[src/rtl/rv_isa_pkg.sv]
// Shared RV32I encoding constants for the instruction loader and the core's decoders.
// Holds opcodes, funct fields, ALUControl codes, descriptor class codes and loader state.
package rv_isa_pkg;

  localparam logic [6:0] OP_R   = 7'b0110011;
  localparam logic [6:0] OP_I   = 7'b0010011;
  localparam logic [6:0] OP_LW  = 7'b0000011;
  localparam logic [6:0] OP_SW  = 7'b0100011;
  localparam logic [6:0] OP_BEQ = 7'b1100011;

  localparam logic [2:0] ALU_ADD = 3'b000;
  localparam logic [2:0] ALU_SUB = 3'b001;
  localparam logic [2:0] ALU_AND = 3'b010;
  localparam logic [2:0] ALU_OR  = 3'b011;
  localparam logic [2:0] ALU_SLT = 3'b101;

  localparam logic [2:0] CLS_R   = 3'b000;
  localparam logic [2:0] CLS_I   = 3'b001;
  localparam logic [2:0] CLS_LW  = 3'b010;
  localparam logic [2:0] CLS_SW  = 3'b011;
  localparam logic [2:0] CLS_BEQ = 3'b100;

  localparam logic [2:0] F3_ADD = 3'b000;
  localparam logic [2:0] F3_SLT = 3'b010;
  localparam logic [2:0] F3_OR  = 3'b110;
  localparam logic [2:0] F3_AND = 3'b111;
  localparam logic [2:0] F3_LSW = 3'b010;
  localparam logic [2:0] F3_BEQ = 3'b000;

  localparam logic [6:0] F7_BASE = 7'b0000000;
  localparam logic [6:0] F7_SUB  = 7'b0100000;

  typedef enum logic [1:0] {
    StIdle,
    StLoad,
    StDone
  } loader_state_e;

  // Maps an ALUControl code to funct3; valid is low for undefined codes.
  function automatic logic [3:0] alu_funct3(input logic [2:0] alu);
    logic [3:0] res;
    unique case (alu)
      ALU_ADD, ALU_SUB: res = {1'b1, F3_ADD};
      ALU_AND:          res = {1'b1, F3_AND};
      ALU_OR:           res = {1'b1, F3_OR};
      ALU_SLT:          res = {1'b1, F3_SLT};
      default:          res = 4'b0000;
    endcase
    return res;
  endfunction

endpackage

[src/rtl/instr_field_packer.sv]
// Combinational packer: turns one decoded descriptor into an RV32I word.
// Flags descriptors the core's decoder could not round-trip as illegal.
module instr_field_packer
  import rv_isa_pkg::*;
(
  input  logic [2:0]  cls_i,
  input  logic [2:0]  alu_i,
  input  logic [4:0]  rd_i,
  input  logic [4:0]  rs1_i,
  input  logic [4:0]  rs2_i,
  input  logic [12:0] imm_i,
  output logic [31:0] word_o,
  output logic        illegal_o
);

  logic [3:0] f3_info;
  logic       alu_ok;
  logic [2:0] f3;

  assign f3_info = alu_funct3(alu_i);
  assign alu_ok  = f3_info[3];
  assign f3      = f3_info[2:0];

  always_comb begin
    word_o    = '0;
    illegal_o = 1'b0;
    case (cls_i)
      CLS_R: begin
        if (!alu_ok) begin
          illegal_o = 1'b1;
        end else begin
          word_o = {(alu_i == ALU_SUB) ? F7_SUB : F7_BASE, rs2_i, rs1_i, f3, rd_i, OP_R};
        end
      end
      CLS_I: begin
        // No subi in RV32I; negative immediates cover that case.
        if (!alu_ok || alu_i == ALU_SUB) begin
          illegal_o = 1'b1;
        end else begin
          word_o = {imm_i[11:0], rs1_i, f3, rd_i, OP_I};
        end
      end
      CLS_LW: word_o = {imm_i[11:0], rs1_i, F3_LSW, rd_i, OP_LW};
      CLS_SW: word_o = {imm_i[11:5], rs2_i, rs1_i, F3_LSW, imm_i[4:0], OP_SW};
      CLS_BEQ: begin
        word_o = {imm_i[12], imm_i[10:5], rs2_i, rs1_i, F3_BEQ, imm_i[4:1], imm_i[11], OP_BEQ};
      end
      default: illegal_o = 1'b1;
    endcase
  end

endmodule

[src/rtl/instr_encoder_loader.sv]
// Program loader: accepts descriptor beats, encodes them and writes consecutive words
// to instruction memory one cycle after acceptance.
module instr_encoder_loader
  import rv_isa_pkg::*;
#(
  parameter int unsigned DEPTH = 64,
  parameter int unsigned AW    = 32
) (
  input  logic                       clk,
  input  logic                       rst,
  input  logic                       start,
  input  logic [AW-1:0]              base_addr,
  input  logic                       in_valid,
  output logic                       in_ready,
  input  logic [2:0]                 in_cls,
  input  logic [2:0]                 in_alu,
  input  logic [4:0]                 in_rd,
  input  logic [4:0]                 in_rs1,
  input  logic [4:0]                 in_rs2,
  input  logic [12:0]                in_imm,
  input  logic                       in_last,
  output logic                       imem_we,
  output logic [AW-1:0]              imem_addr,
  output logic [31:0]                imem_wdata,
  output logic                       busy,
  output logic                       done,
  output logic [$clog2(DEPTH):0]     count,
  output logic                       err
);

  localparam int unsigned CW = $clog2(DEPTH) + 1;

  loader_state_e state_q, state_d;
  logic [AW-1:0] addr_q, addr_d;
  logic [CW-1:0] count_q, count_d;
  logic          err_q, err_d;
  logic          last_seen_q, last_seen_d;
  logic          we_q, we_d;
  logic [AW-1:0] waddr_q, waddr_d;
  logic [31:0]   wdata_q, wdata_d;

  logic [31:0]   pk_word;
  logic          pk_illegal;
  logic          full;
  logic          accept;

  instr_field_packer u_packer (
    .cls_i     (in_cls),
    .alu_i     (in_alu),
    .rd_i      (in_rd),
    .rs1_i     (in_rs1),
    .rs2_i     (in_rs2),
    .imm_i     (in_imm),
    .word_o    (pk_word),
    .illegal_o (pk_illegal)
  );

  assign full     = (count_q == CW'(DEPTH));
  assign in_ready = (state_q == StLoad) & ~last_seen_q & ~full;
  assign accept   = in_valid & in_ready;

  always_comb begin
    state_d     = state_q;
    addr_d      = addr_q;
    count_d     = count_q;
    err_d       = err_q;
    last_seen_d = last_seen_q;
    we_d        = 1'b0;
    waddr_d     = waddr_q;
    wdata_d     = wdata_q;
    unique case (state_q)
      StIdle: begin
        if (start) begin
          state_d     = StLoad;
          addr_d      = base_addr & ~AW'(3);
          count_d     = '0;
          err_d       = 1'b0;
          last_seen_d = 1'b0;
        end
      end
      StLoad: begin
        // The last beat's write lands this cycle, so DONE follows it.
        if (last_seen_q) state_d = StDone;
        if (full) err_d = 1'b1;
        if (accept) begin
          if (in_last) last_seen_d = 1'b1;
          if (pk_illegal) begin
            err_d = 1'b1;
          end else begin
            we_d    = 1'b1;
            waddr_d = addr_q;
            wdata_d = pk_word;
            addr_d  = addr_q + AW'(4);
            count_d = count_q + CW'(1);
          end
        end
      end
      StDone: state_d = StIdle;
      default: state_d = StIdle;
    endcase
  end

  always_ff @(posedge clk or negedge rst) begin
    if (!rst) begin
      state_q     <= StIdle;
      addr_q      <= '0;
      count_q     <= '0;
      err_q       <= 1'b0;
      last_seen_q <= 1'b0;
      we_q        <= 1'b0;
      waddr_q     <= '0;
      wdata_q     <= '0;
    end else begin
      state_q     <= state_d;
      addr_q      <= addr_d;
      count_q     <= count_d;
      err_q       <= err_d;
      last_seen_q <= last_seen_d;
      we_q        <= we_d;
      waddr_q     <= waddr_d;
      wdata_q     <= wdata_d;
    end
  end

  assign imem_we    = we_q;
  assign imem_addr  = waddr_q;
  assign imem_wdata = wdata_q;
  assign busy       = (state_q != StIdle);
  assign done       = (state_q == StDone);
  assign count      = count_q;
  assign err        = err_q;

endmodule

[config.mk]
export PLATFORM = sky130hd
export DESIGN_NAME = instr_encoder_loader
export DESIGN_NICKNAME = d
export VERILOG_FILES = /design/src/rtl/rv_isa_pkg.sv /design/src/rtl/instr_field_packer.sv /design/src/rtl/instr_encoder_loader.sv
export SDC_FILE = /design/constraint.sdc
export NUM_CORES = 1
export LEC_CHECK = 0
export CORE_MARGIN = 2
export CORE_UTILIZATION = 58
export DETAILED_ROUTE_END_ITERATION = 16
export DONT_BUFFER_PORTS = 1
export GPL_TIMING_DRIVEN = 0
export PLACE_DENSITY = 0.81
export SYNTH_ARGS = -nofsm -noshare
export SYNTH_HDL_FRONTEND = slang
export SYNTH_HIERARCHICAL = 1
export SYNTH_SLANG_ARGS = --single-unit
[constraint.sdc]
create_clock -name clk -period 4.7 [get_ports clk]
set_clock_uncertainty 0.1 [all_clocks]
set_input_delay 0.705 -clock clk [delete_from_list [all_inputs] [get_ports clk]]
set_output_delay 0.705 -clock clk [all_outputs]
set_load 0.01 [all_outputs]
==> impl_results.md, run 1 <==
- Critical path launch point type: input port
- Largest net degree at the start of global routing: ~110
- Top FF cell, synth: dfrtp_1
- Area growth syn-to-layout: 6.70%
- Die area: between 9000 and 10000 um^2
- DP HPWL: just over 10000 um
- Fin Hold WS: between 100 and 150 ps
- Port buffer count: 0
- # rows: 34
- Synth unique cells: 67
- Drt drc: 0
- LEAKAGE: around 2.7 nW
- Pre-antenna DRT Iters: 5
- Internal power: 0.00190 W
- Layout filler cell count: 732
- Fmax: around 340 MHz
- Clock transition at path regs: about 110 ps
- Switching pwr: 0.00154 W
- Worst Path Arrival: between 3000 and 4000 ps
- Post-layout net count: 710
- Logic pwr share: 0.330
- Worst Setup End Kind: flip-flop
- Register-to-register setup slack: ~2100 ps
- Critical path required time: between 4000 and 5000 ps
- H-tree levels: 3
- FF/Latch Area: around 2600 um^2
- Overall power: 0.00344 W
- EDFF count, synth: 0
- Sw frac: 0.447
- Iteration-0 DRC Markers: between 300 and 400
- Global Route Usage Sum: 0.295
- Placeable Area: 8810 um^2
- Footprint of the multi-input gates: 2450 um^2
- RSZ-0062 raised after global routing: no
- Pwr Density: about 610 nW/um^2
- Synth async-reset ratio: 1.00
- Final Cycle Share: 0.628
- Maximum fanout along the worst path: 10
- Num CTS Buffers: 9
- Clock Latency Late Sink: between 300 and 400 ps
- Clk root buf: clkbuf_8
- WL per Instance: 19.0 um
- Postcts setup bufs: 0
- CTS tree: done
- Die W: 99.6 um
- YS warnings: 6
- Number of global-route vias before repair: between 4000 and 5000
- Mapped Avg Cell Area: ~8.5 um^2
- Worst slew margin: 0.489
- Setup Crit Path Kind: in -> reg
- # IOs: between 100 and 150
- Die Y: 99.6 um
- Non-Filler Instances: about 750
- Initial Utilization: 0.602
- Final hold violations: 0
- Status: finished, final reports clean
- Final WL: approximately 14000 um
- Sequential share of power: 0.509
- Routed Antenna Nets: 0
- Register area share after synthesis: 0.491
- Routability cong.: around 0.97
- Tmin final: slightly below 3000 ps
- Final core utilization: 0.643
- Type of the most critical hold path: in -> async
- Setup violations, final: 0
- Initial antenna violation count: 0
- Antenna diode count: 0
- Share of cells above drive strength 1: 0.0889
- # placed instances: about 730
- Count of final max-slew check failures: 0
- Post-DR vias/cell: 6.10
- CTS sink cnt: between 100 and 150
- Synth Instances: approximately 620
- CTS max path bufs: 2
- Via count: 4569
- Peak VDD IR: ~0.00031 V
- Yosys reg bits: approximately 100
- Grt ovf: 0
- Crit path from: in_cls[0]
- Setup tns final: 0 ps
- Global-route wire length before repair: between 20000 and 25000 um
- Clk pwr share: 0.160
- Reg2reg start: count[1]
- Number of max-cap violations: 0
- Worst-margin pin slew: around 760 ps
- Post-Syn Area: approximately 5300 um^2
## flip-flops by register name (all words and copies together), names as in the netlist
name and cells:
imem_we 1, count 7, addr_q 30, imem_addr 30, last_seen_q 1, err 1
imem_wdata 32, state_q 2
## placed cells by master (no fill, tap or decap), types with 7 or more instances in the layout
master	n
and3_1	9
o21ai_0	18
clkbuf_8	9
nand3_1	13
nand4_1	10
a211oi_1	8
nor3_1	8
buf_2	15
nor2b_1	7
nand2_1	217
dfrtp_1	104
and2_1	14
nor2_1	35
clkbuf_1	12
inv_1	15
a21oi_1	26
a22o_1	10
## synth_stat cells (all sizes together) (5+ instances only)
cell    count  area (um^2)
clkbuf     12         46.3
nand3      13         65.1
a211oi      9         72.6
nor4        5         31.3
a22o       10         87.6
nand2     218          821
and2       14         87.6
o22ai       6         37.5
nand2b      5         31.3
a21oi      26          130
o21ai      22          110
nand4      10         62.6
dfrtp     104         2600
nor2       36          143
inv        16         62.6
and3       10         67.6
xor2        5         43.8
nor3        8         40.0
nor2b       7         43.8
buf        24          146
## worst max-delay path: stages
cell and delay, ps:
buf_2 150, nor2_1 270, a2bb2oi_2 370, inv_1 150, inv_1 120, o2111ai_4 230
nor4_1 750, a31o_2 250, o211ai_1 90
## worst paths after layout
check | depth (start not counted) | endpoint
hold reg to reg | 2 | imem_addr[16]
setup reg to reg | 8 | addr_q[13]
hold / removal | 1 | addr_q[17]
max in group asynchronous | 1 | imem_wdata[17]
setup / recovery | 9 | addr_q[28]
min in group clk | 3 | imem_wdata[12]
## power by group through the flow
stage	registers (W)	logic, W	clock network, W
finish	0.00175	0.00114	0.000551
global route	0.00180	0.00130	0.000579
CTS	0.00175	0.00113	0.000551
detailed placement	0.00176	0.00110	0
global placement	0.00175	0.00106	0
floorplan	0.00164	0.000858	0
## stage by stage
| stage | setup slack, ps | instance area, um^2 |
|---|---|---|
| floorplan | 2110 | 5310 |
| global placement | 1510 | 5450 |
| detailed placement | 1420 | 5450 |
| CTS | 1800 | 5660 |
| global route | 1630 | 5660 |
| finish | 1750 | 5660 |
## layer usage
metal / up-vias / track usage / part of all wire
met4: 0 / 0.103 / 0.023
met2: 208 / 0.473 / 0.48
met5: - / 0 / 0
li1: 2143 / - / -
met3: 28 / 0.0787 / 0.094
met1: 2190 / 0.389 / 0.40
## final cells by class
cell class / count / area share
clock buffer: 10 / 0.0226
tap: 108 / 0.0239
timing repair buffer: 1 / 0.00486
inverter: 16 / 0.0111
sequential: 104 / 0.460
buffer: 36 / 0.0340
clock inverter: 6 / 0.0102
multi-input combinational: 468 / 0.434
## cell families (layout without fill, tap and decap cells)
group	count (synthesis)	in the layout	share of synthesized area
adder cells (fa/ha/maj)	3	3	0.00708
AO/OA/AOI/OAI	109	109	0.148
flip-flops	104	104	0.491
multiplexers	3	3	0.00566
XOR/XNOR	5	5	0.00826
buffers and inverters	52	69	0.0481
other	2	4	0.00142
AND/OR/NAND/NOR	344	344	0.291
## what timing repair did
| item | 4_1_cts | 5_1_grt |
|---|---|---|
| endpoints found under the setup margin | 0 | 0 |
| hold buffers | 1 | 0 |
| resized for setup | 0 | 0 |
| hold endpoints to repair | 104 | 0 |
Note: power is estimated with default switching activity, not from simulation.
==> inputs of run 2 (changes only) <==
==> constraint.sdc (replaced) <==
create_clock -name clk -period 3.02 [get_ports clk]
set_clock_uncertainty 0.1 [all_clocks]
set_input_delay 0.453 -clock clk [delete_from_list [all_inputs] [get_ports clk]]
set_output_delay 0.453 -clock clk [all_outputs]
set_load 0.01 [all_outputs]
==> impl_results.md, run 2 (same netlist as run 1, synthesis figures left out) <==
- Dpl cell area: 5450 um^2 (unchanged)
- Die area: 9930 um^2 (unchanged)
- Critical path required time: 3170 ps (-1670 ps)
- Maximum fanout along the worst path: 10 (unchanged)
- Num CTS Buffers: 9 (unchanged)
- Commonest non-fill, non-tap cells in the layout: 217 x nand2_1, 104 x dfrtp_1, 35 x nor2_1
- CTS max path bufs: 2 (unchanged)
- Worst slew margin: 0.481 (-0.00745)
- Critical path launch point type: input port
- Number of global-route vias before repair: 4545 (+0.13%)
- Iteration-0 DRC Markers: 264 (-15%)
- Area growth syn-to-layout: 6.89%
- Tmin final: between 2000 and 3000 ps
- Share of cells above drive strength 1: 0.0888 (-0.000139)
- Die W: 99.6 um (unchanged)
- Largest net degree at the start of global routing: 105 (unchanged)
- Clock Latency Late Sink: 380 ps (about the same)
- Placeable Area: 8810 um^2 (unchanged)
- LEAKAGE: 2.73 nW (+0.15%)
- Post-layout net count: 711 (+0.14%)
- Setup Crit Path Kind: in -> reg
- Initial Utilization: 0.602 (unchanged)
- Setup violations, final: 0 (unchanged)
- Peak VDD IR: 0.000488 V (+55%)
- CTS tree: done
- Worst Path Arrival: 2850 ps (-250 ps)
- Post-DR vias/cell: 6.09 (-0.20%)
- Pre-antenna DRT Iters: 5 (unchanged)
- Post-cts resize count: 0 (unchanged)
- Global-route wire length before repair: 23000 um (about the same)
- Routed Antenna Nets: 0 (unchanged)
- WL per Instance: 18.9 um (-0.51%)
- Initial antenna violation count: 0 (unchanged)
- Worst-margin pin slew: 771 ps (+11.1 ps)
- Postcts setup bufs: 0 (unchanged)
- CTS sink cnt: 104 (unchanged)
- Count of final max-slew check failures: 0 (unchanged)
- Fmax: around 370 MHz
- Clk root buf: clkbuf_8
- Global Route Usage Sum: 0.295 (about the same)
- Via count: 4566 (-0.066%)
- Largest register FFs: 32 (unchanged)
- # IOs: 147 (unchanged)
- Port buffer count: 0 (unchanged)
- Pwr Density: 943 nW/um^2 (+55%)
- Worst Setup End Kind: flip-flop
- Number of max-cap violations: 0 (unchanged)
- Layout filler cell count: 734 (+0.27%)
- Routability cong.: 0.966 (unchanged)
- Setup tns final: 0 ps (unchanged)
- Clock transition at path regs: 120 ps (about the same)
- Final core utilization: 0.644 (+0.00114)
- Final WL: 14200 um (-0.37%)
- Type of the most critical hold path: in -> reg
- Grt ovf: 0 (unchanged)
- Most common cell after layout, fill and taps aside: nand2_1
- Final hold violations: 0 (unchanged)
- Drt drc: 0 (unchanged)
- RSZ-0062 raised after global routing: no
- Die Y: 99.6 um (unchanged)
- Status: finished, final reports clean
- Fin area: 5670 um^2 (+0.18%)
- Final Cycle Share: 0.894
- Antenna diode count: 0 (unchanged)
- H-tree levels: 3 (unchanged)
- # rows: 34 (unchanged)
- DP HPWL: 10200 um (unchanged)
run 2: area by class of cell:
type,count,area [um^2],share of cell area
clock inverters,6,57.6,0.0102
well taps,108,135,0.0238
clock buffers,10,128,0.0225
flip-flops and latches,104,2600,0.459
inverters,16,62.6,0.0110
plain buffers,36,193,0.0340
multi-input cells,468,2450,0.433
repair buffers,2,37.5,0.00662
run 2: power by group:
part,leakage [nW],switching (W),internal (W)
Combinational,1.32,0.00110,0.000668
Clock,0.0957,0.000534,0.000323
Sequential,1.32,0.000750,0.00197
Total,2.73,0.00238,0.00296
run 2: critical path, cell delays in order:
cell	delay, ps
buf_2	150
nor2_1	270
a2bb2oi_2	370
inv_1	150
inv_1	120
o2111ai_4	230
nor4_1	750
a31o_2	250
o211ai_1	90
run 2: routing by layer:
metal,global-route usage,up-vias,share of wire
li1,-,2142,-
met1,0.389,2168,0.40
met2,0.473,231,0.49
met3,0.0787,25,0.095
met4,0.103,0,0.022
met5,0,-,0
run 2: path summary, 6_finish.rpt:
path,from,cells past startpoint,slack [ps],to
max in group asynchronous,rst,2,1790,imem_wdata[17]
setup reg to reg,count[1],8,410,addr_q[13]
hold reg to reg,addr_q[16],2,430,imem_addr[16]
min in group asynchronous,rst,2,580,addr_q[13]
hold / removal,in_alu[0],3,100,imem_wdata[12]
setup / recovery,in_cls[0],9,320,addr_q[28]
run 2: repair_timing:
item / 4_1_cts / 5_1_grt
endpoints found under the hold margin: 104 / 0
endpoints found under the setup margin: 0 / 0
hold buffers: 2 / 0
run 2: stage by stage:
step,cells,hold slack [ps],total power [W],worst slack (ps)
after detailed placement,732,60.0,0.00445,-5.43
after floorplan,624,57.4,0.00389,683
after global routing,750,109,0.00573,206
after global placement,732,61.0,0.00436,82.5
final,750,103,0.00535,319
after CTS,750,105,0.00533,376
